`config.mk`:
```
export PLATFORM = sky130hd
export DESIGN_NAME = dram_transfer_engine
export DESIGN_NICKNAME = d
export VERILOG_FILES = /design/src/rtl/dram_transfer_engine_pkg.sv /design/src/rtl/sync_fwft_fifo.sv /design/src/rtl/dram_transfer_engine.sv
export SDC_FILE = /design/constraint.sdc
export NUM_CORES = 1
export LEC_CHECK = 0
export ABC_AREA = 1
export CAP_MARGIN = 20
export CORE_MARGIN = 2
export CORE_UTILIZATION = 56
export CTS_BUF_LIST = sky130_fd_sc_hd__clkbuf_4 sky130_fd_sc_hd__clkbuf_8 sky130_fd_sc_hd__clkbuf_16
export DETAILED_ROUTE_END_ITERATION = 8
export PLACE_DENSITY_LB_ADDON = 0.12
export SYNTH_ARGS = -nofsm -noshare
export SYNTH_HDL_FRONTEND = slang
export SYNTH_HIERARCHICAL = 1
export SYNTH_SLANG_ARGS = --single-unit
export TNS_END_PERCENT = 100
```
`constraint.sdc`:
```
create_clock -name link_clk -period 5.6 [get_ports link_clk]
set_clock_uncertainty 0.15 [all_clocks]
set_input_delay 1.4 -clock link_clk [delete_from_list [all_inputs] [get_ports link_clk]]
set_output_delay 1.4 -clock link_clk [all_outputs]
set_load 0.01 [all_outputs]
```
`src/rtl/dram_transfer_engine_pkg.sv`:
```
// Shared types for the link-side DRAM transfer engine.
package dram_transfer_engine_pkg;

  typedef enum logic [1:0] {
    StIdle,
    StFwd,
    StBwd,
    StDone
  } xfer_state_t;

endpackage

```
`src/rtl/sync_fwft_fifo.sv`:
```
// First-word-fall-through FIFO with occupancy count; rst_ni is synchronous.
module sync_fwft_fifo #(
  parameter int unsigned DATA_WIDTH = 16,
  parameter int unsigned FIFO_DEPTH = 8,
  localparam int unsigned AW = $clog2(FIFO_DEPTH),
  localparam int unsigned CW = $clog2(FIFO_DEPTH + 1)
) (
  input  logic                  clk_i,
  input  logic                  rst_ni,
  input  logic                  push_i,
  input  logic [DATA_WIDTH-1:0] wdata_i,
  input  logic                  pop_i,
  output logic [DATA_WIDTH-1:0] rdata_o,
  output logic                  empty_o,
  output logic [CW-1:0]         count_o
);

  logic [AW-1:0]         wr_ptr_q, wr_ptr_d;
  logic [AW-1:0]         rd_ptr_q, rd_ptr_d;
  logic [CW-1:0]         count_q, count_d;
  logic [DATA_WIDTH-1:0] mem_q [FIFO_DEPTH];
  logic                  push_ok, pop_ok;

  always_comb begin
    pop_ok   = pop_i && (count_q != '0);
    // A push into a full FIFO is fine when a pop frees a slot in the same cycle.
    push_ok  = push_i && ((count_q != CW'(FIFO_DEPTH)) || pop_ok);
    wr_ptr_d = push_ok ? wr_ptr_q + AW'(1) : wr_ptr_q;
    rd_ptr_d = pop_ok ? rd_ptr_q + AW'(1) : rd_ptr_q;
    count_d  = count_q + CW'(push_ok) - CW'(pop_ok);
  end

  always_ff @(posedge clk_i) begin
    if (!rst_ni) begin
      wr_ptr_q <= '0;
      rd_ptr_q <= '0;
      count_q  <= '0;
    end else begin
      wr_ptr_q <= wr_ptr_d;
      rd_ptr_q <= rd_ptr_d;
      count_q  <= count_d;
    end
  end

  always_ff @(posedge clk_i) begin
    if (push_ok) begin
      mem_q[wr_ptr_q] <= wdata_i;
    end
  end

  assign rdata_o = mem_q[rd_ptr_q];
  assign empty_o = (count_q == '0);
  assign count_o = count_q;

endmodule

```
`src/rtl/dram_transfer_engine.sv`:
```
// Link-side DRAM transfer engine: credit-limited forward reads into a FIFO,
// single-register backward writes, per-type persistent address pointers.
module dram_transfer_engine
  import dram_transfer_engine_pkg::*;
#(
  parameter int unsigned DATA_WIDTH  = 16,
  parameter int unsigned ADDR_WIDTH  = 20,
  parameter int unsigned WORDS_WIDTH = 16,
  parameter int unsigned NUM_TYPES   = 4,
  parameter int unsigned TYPE_WIDTH  = $clog2(NUM_TYPES),
  parameter int unsigned FIFO_DEPTH  = 8
) (
  input  logic                            link_clk,
  input  logic                            reset,
  input  logic                            start_forward,
  input  logic                            start_backward,
  input  logic [TYPE_WIDTH-1:0]           transfer_type,
  input  logic                            transfer_continue,
  input  logic [WORDS_WIDTH-1:0]          words_num,
  input  logic [NUM_TYPES*ADDR_WIDTH-1:0] base_addr,
  output logic                            mem_req,
  output logic                            mem_we,
  output logic [ADDR_WIDTH-1:0]           mem_addr,
  output logic [DATA_WIDTH-1:0]           mem_wdata,
  input  logic                            mem_gnt,
  input  logic                            mem_rvalid,
  input  logic [DATA_WIDTH-1:0]           mem_rdata,
  output logic [DATA_WIDTH-1:0]           rdata_from_dram,
  output logic                            valid_from_dram,
  input  logic                            re_from_dram,
  input  logic [DATA_WIDTH-1:0]           wdata_to_dram,
  input  logic                            we_to_dram,
  output logic                            ready_to_dram,
  output logic                            busy,
  output logic                            transfer_done,
  output logic                            start_collision
);

  localparam int unsigned CW  = WORDS_WIDTH + 1;
  localparam int unsigned FCW = $clog2(FIFO_DEPTH + 1);

  typedef logic [CW-1:0]         cnt_t;
  typedef logic [ADDR_WIDTH-1:0] addr_t;

  xfer_state_t           state_q, state_d;
  logic [TYPE_WIDTH-1:0] type_q, type_d;
  cnt_t                  n_q, n_d;
  cnt_t                  issued_q, issued_d;
  cnt_t                  received_q, received_d;
  cnt_t                  accepted_q, accepted_d;
  addr_t                 ptr_q [NUM_TYPES];
  addr_t                 ptr_d [NUM_TYPES];
  logic                  pending_q, pending_d;
  logic [DATA_WIDTH-1:0] hold_q, hold_d;
  logic                  coll_q, coll_d;

  logic                  fifo_push, fifo_pop, fifo_empty;
  logic [DATA_WIDTH-1:0] fifo_rdata;
  logic [FCW-1:0]        fifo_count;

  logic  in_fwd, in_bwd, fwd_req, fwd_gnt, bwd_gnt, capture;
  cnt_t  outstanding;
  addr_t cur_ptr;

  sync_fwft_fifo #(
    .DATA_WIDTH(DATA_WIDTH),
    .FIFO_DEPTH(FIFO_DEPTH)
  ) u_resp_fifo (
    .clk_i  (link_clk),
    .rst_ni (reset),
    .push_i (fifo_push),
    .wdata_i(mem_rdata),
    .pop_i  (fifo_pop),
    .rdata_o(fifo_rdata),
    .empty_o(fifo_empty),
    .count_o(fifo_count)
  );

  always_comb begin
    in_fwd      = (state_q == StFwd);
    in_bwd      = (state_q == StBwd);
    cur_ptr     = ptr_q[type_q];
    outstanding = issued_q - received_q;
    // Credit check: in-flight reads plus buffered words never exceed the FIFO depth.
    fwd_req     = in_fwd && (issued_q < n_q) &&
                  ((outstanding + cnt_t'(fifo_count)) < cnt_t'(FIFO_DEPTH));
    fwd_gnt     = fwd_req && mem_gnt;
    // Responses with nothing outstanding (e.g. stragglers from before a reset) are dropped.
    fifo_push   = in_fwd && mem_rvalid && (received_q != issued_q);
    fifo_pop    = !fifo_empty && re_from_dram;
    bwd_gnt     = in_bwd && pending_q && mem_gnt;
    capture     = ready_to_dram && we_to_dram;
  end

  always_comb begin
    ready_to_dram   = in_bwd && (accepted_q < n_q) && (!pending_q || mem_gnt);
    mem_req         = fwd_req || (in_bwd && pending_q);
    mem_we          = in_bwd && pending_q;
    mem_addr        = mem_req ? cur_ptr : '0;
    mem_wdata       = mem_we ? hold_q : '0;
    valid_from_dram = !fifo_empty;
    rdata_from_dram = fifo_empty ? '0 : fifo_rdata;
    busy            = (state_q != StIdle);
    transfer_done   = (state_q == StDone);
    start_collision = coll_q;
  end

  always_comb begin
    state_d    = state_q;
    type_d     = type_q;
    n_d        = n_q;
    issued_d   = issued_q;
    received_d = received_q;
    accepted_d = accepted_q;
    pending_d  = pending_q;
    hold_d     = hold_q;
    coll_d     = 1'b0;
    ptr_d      = ptr_q;
    unique case (state_q)
      StIdle: begin
        if (start_forward || start_backward) begin
          state_d    = start_forward ? StFwd : StBwd;
          coll_d     = start_forward && start_backward;
          type_d     = transfer_type;
          n_d        = cnt_t'(words_num);
          issued_d   = '0;
          received_d = '0;
          accepted_d = '0;
          pending_d  = 1'b0;
          if (!transfer_continue) begin
            ptr_d[transfer_type] = base_addr[int'(transfer_type)*ADDR_WIDTH +: ADDR_WIDTH];
          end
        end
      end
      StFwd: begin
        if (fwd_gnt) begin
          ptr_d[type_q] = cur_ptr + addr_t'(1);
          issued_d      = issued_q + cnt_t'(1);
        end
        if (fifo_push) begin
          received_d = received_q + cnt_t'(1);
        end
        if ((issued_q == n_q) && (received_q == n_q) && fifo_empty) begin
          state_d = StDone;
        end
      end
      StBwd: begin
        if (bwd_gnt) begin
          ptr_d[type_q] = cur_ptr + addr_t'(1);
        end
        if (capture) begin
          hold_d     = wdata_to_dram;
          accepted_d = accepted_q + cnt_t'(1);
          pending_d  = 1'b1;
        end else if (bwd_gnt) begin
          pending_d = 1'b0;
        end
        if ((accepted_q == n_q) && !pending_q) begin
          state_d = StDone;
        end
      end
      StDone:  state_d = StIdle;
      default: state_d = StIdle;
    endcase
  end

  always_ff @(posedge link_clk) begin
    if (!reset) begin
      state_q    <= StIdle;
      type_q     <= '0;
      n_q        <= '0;
      issued_q   <= '0;
      received_q <= '0;
      accepted_q <= '0;
      pending_q  <= 1'b0;
      hold_q     <= '0;
      coll_q     <= 1'b0;
      for (int k = 0; k < NUM_TYPES; k++) begin
        ptr_q[k] <= '0;
      end
    end else begin
      state_q    <= state_d;
      type_q     <= type_d;
      n_q        <= n_d;
      issued_q   <= issued_d;
      received_q <= received_d;
      accepted_q <= accepted_d;
      pending_q  <= pending_d;
      hold_q     <= hold_d;
      coll_q     <= coll_d;
      ptr_q      <= ptr_d;
    end
  end

endmodule

```
==> flow_metrics.env <==
export IMPL_outcome="finished clean"
export IMPL_p_int_mw=5.47
export IMPL_ir_worst_vdd_uv=813
export IMPL_start_kind="flop"
export IMPL_dpl_hpwl_um=42800
export IMPL_p_total_mw=9.86
export IMPL_path_clk_slew_ps=60
export IMPL_worst_path_most_repeated_cell="nand2_1"
export IMPL_max_stage_delay_ps=540
export IMPL_synth_seq_area_share_pct=39.0
export IMPL_synthCells=2770
export IMPL_grt_overflow_total=0
export IMPL_post_drt_wl_per_cell_um=17.4
export IMPL_combPwrFrac_pct=47.8
export IMPL_first_global_vias=17100
export IMPL_fp_dieW_um=189
export IMPL_p_per_area_nw_per_um2=434
export IMPL_period_minus_slack_ps=5200
export IMPL_syn_area_per_cell_um2=6.93
export IMPL_worstMarginPinSlew_ps=959
export IMPL_holdPathStages=2
export IMPL_syn_area_um2=19200
export IMPL_hold_path_class="flop to flop"
export IMPL_yosys_area_top_type="edfxtp_1"
export IMPL_yosys_top_cells_area="edfxtp_1, dfxtp_1, nand2_1, inv_1, nor2_1"
export IMPL_synth_async_reset_ratio_pct=0
export IMPL_clkPwrFrac_pct=23.0
export IMPL_ios=198
export IMPL_synth_fp_nets=2991
export IMPL_critPathMaxFanout=21
export IMPL_finalMaxSlewViolations=0
export IMPL_num_antenna_cells=0
export IMPL_grt_antenna_before_repair=0
export IMPL_num_rows=67
export IMPL_yosys_warnings=6
export IMPL_final_setup_viol_count=0
export IMPL_vias_per_cell=5.51
export IMPL_portBuffers=197
export IMPL_ys_ff_latch=310
export IMPL_timing_rr_start="issued_q[1]"
export IMPL_drive_gt1_share_pct=5.33
export IMPL_required_ps=4050
export IMPL_wl_um=59100
export IMPL_critPathCaptureType="output pin"
export IMPL_grt_pass1_wl_um=91600
export IMPL_clk_latency_ps=530
export IMPL_hold_viol=0
export IMPL_die_h_um=189
export IMPL_hold_path_startpoint="hold_q[10]"
export IMPL_drtIter0Drc=1825
export IMPL_drc_errors=0
export IMPL_hold_path_end="hold_q[10]"
export IMPL_worstPathArrival_ps=3650
export IMPL_cts_sinks=310
export IMPL_clock_fmax_mhz=192
export IMPL_rsz0062_at_grt="no"
export IMPL_r2r_slack_ps=1190
export IMPL_start_util_pct=57.1
export IMPL_core_um2=33600
export IMPL_p_seq_share_pct=29.2
export IMPL_yosysUniqueCellTypes=53
export IMPL_crit_buf_inv=5
export IMPL_routabilityCongestion=1.02
export IMPL_grt_total_usage_pct=32.3
export IMPL_die_area_um2=35800
export IMPL_clockBufferDepth=3
export IMPL_relSlewSlack_pct=35.8
export IMPL_cts_tree="yes"
export IMPL_drtAntennaViolNets=0
export IMPL_finalSetupTns_ps=0
export IMPL_root_buffer="clkbuf_16"
export IMPL_n_fill_cell=2935
export IMPL_vias=18700
export IMPL_cp_top_family="simple AND/OR/NAND/NOR gates"
export IMPL_cts_setup_buffers=0
export IMPL_drt_pass1_iter_count=6
export IMPL_synthFlopType="dfxtp_1"
export IMPL_cts_made_buffers=36
export IMPL_grt_max_degree=85
export IMPL_synth_edf_count=128
export IMPL_htreeDepth=2
export IMPL_crit_chain="inv_2 -> fa_1 -> inv_1 -> ha_1 -> nand2_1 -> inv_1 -> nand2_2 -> nand2_1 -> nand2_1 -> nand2_2 -> nand2_1 -> nand3_1 -> nor2_1 -> nand3_1 -> nor3_4 -> nand2_1 -> buf_4 -> a21oi_1 -> dlymetal6s2s_1"
export IMPL_p_switching_mw=4.39
export IMPL_path_class="flop to output pin"
export IMPL_drv_cap=0
export IMPL_r2r_end="ptr_q[29]"
export IMPL_reg2regPathDepth=22
export IMPL_p_sw_share_pct=44.5
export IMPL_fin_nets=3142
export IMPL_syn_to_final_growth_pct=18.2
export IMPL_power_leakage_nw=10.2
export IMPL_synth_top_cell_area_share_pct=20.0
export IMPL_period_share_pct=92.9
export IMPL_slowest_stage="fa_1"
## synthesized netlist by cell type, types with 3 or more instances
library cell	number
xnor2_1	9
inv_2	6
buf_1	3
o21ai_0	140
nand4_1	100
a32oi_1	5
ha_1	78
xor2_1	34
nand2_1	620
nor2_2	11
nor2_1	352
nor3_1	31
a21oi_1	144
clkbuf_2	3
inv_1	463
clkbuf_1	58
dfxtp_1	182
fa_1	4
o22ai_1	8
edfxtp_1	128
buf_4	11
o21bai_1	3
nand3_1	205
o21ai_1	61
nand3_2	4
nand2_2	9
buf_6	8
buf_2	39
nand3b_1	7
nor4_1	13
## final cells by class
type | count | area (µm²) | share of cell area (%)
Clock buffer | 53 | 1070 | 4.69
Clock inverter | 12 | 97.6 | 0.430
Inverter | 470 | 1760 | 7.77
Multi-Input combinational cell | 1865 | 9330 | 41.1
Sequential cell | 310 | 7490 | 33.0
Tap cell | 448 | 561 | 2.47
Timing Repair Buffer | 238 | 2400 | 10.6
## layout by cell type, fill, tap and decap left out, types with 4 or more instances in the layout
cell type,netlist,routed
nor3_1,31,27
clkbuf_8,0,6
inv_1,463,462
o21ai_1,61,61
edfxtp_1,128,128
a32oi_1,5,5
xor2_1,34,34
clkinv_2,0,4
a21oi_1,144,144
xnor2_1,9,9
nand2_1,620,620
dfxtp_1,182,180
nor3_2,1,4
nand3_1,205,205
nand4_1,100,100
ha_1,78,78
buf_4,11,37
nor2_2,11,13
fa_1,4,4
clkbuf_16,0,36
clkdlybuf4s50_1,0,175
nand3_2,4,4
nand3b_1,7,7
nand2_2,9,9
nor2_1,352,350
o21ai_0,140,139
dlymetal6s2s_1,0,21
nor4_1,13,13
o22ai_1,8,8
buf_12,2,4
clkbuf_4,0,11
inv_2,6,8
## sequential cells by signal, indices dropped and copies added (netlist names), named ones only
name                  flops
u_resp_fifo/count_o       4
type_q                    2
hold_q                   16
received_q               17
n_q                      16
u_resp_fifo/rd_ptr_q      3
u_resp_fifo/mem_q       128
ptr_q                    80
pending_q                 1
start_collision           1
issued_q                 17
accepted_q               17
u_resp_fifo/wr_ptr_q      3
state_q                   2
## metal layers
layer | vias up | global-route usage (%) | routed length, µm
met1 | 8484 | 45.2 | 25200
met2 | 906 | 52.0 | 26500
met5 | - | 0 | 0
li1 | 9203 | - | -
met4 | 0 | 9.41 | 1620
met3 | 106 | 4.89 | 5680
## power groups by stage
stage	Clock [mW]	Sequential, mW	Combinational [mW]
after CTS	2.29	2.88	4.60
after detailed placement	0	2.93	4.56
final	2.27	2.87	4.71
after global routing	2.38	2.90	5.23
after global placement	0	2.91	4.48
after floorplan	0	2.84	3.34
## cell families after synthesis
family	share of synthesized area, %
simple gates	30.9
buf+inv	12.7
fa+ha+maj	5.50
flops	39.0
compound gates	9.90
xor+xnor	2.05
## worst max-delay path by stage
stage                     slack, ps        start  cells past startpoint           end
final                           400  issued_q[1]                     19   mem_addr[0]
after global routing            140  issued_q[3]                     18   mem_addr[3]
after CTS                         6  issued_q[1]                     19   mem_addr[5]
after detailed placement        560  issued_q[1]                     19  mem_addr[12]
after global placement          660  issued_q[1]                     19   mem_addr[6]
after floorplan                1310  issued_q[3]                     18   mem_addr[0]
## through the flow
| stage | hold WS [ps] | area (µm²) | instances | util (%) | setup slack (ps) |
|---|---|---|---|---|---|
| after floorplan | 280 | 19200 | 2770 | - | 1310 |
| after global placement | 290 | 21400 | 3328 | 63.7 | 662 |
| after detailed placement | 295 | 21400 | 3328 | 63.7 | 559 |
| after CTS | 303 | 22600 | 3393 | 67.2 | 6.03 |
| after global routing | 327 | 22700 | 3396 | 67.6 | 145 |
| final | 304 | 22700 | 3396 | 67.6 | 399 |
## timing repair
item	in CTS	in global routing
endpoints found under the setup margin	5	21
gates resized for setup	1	24
hold buffers	0	0
## tightest hold or removal path, cell delays in order (launching register included)
cell and delay [ps]:
dfxtp_1 290, inv_1 60, a21oi_1 50
(Power assumes the default switching activity.)
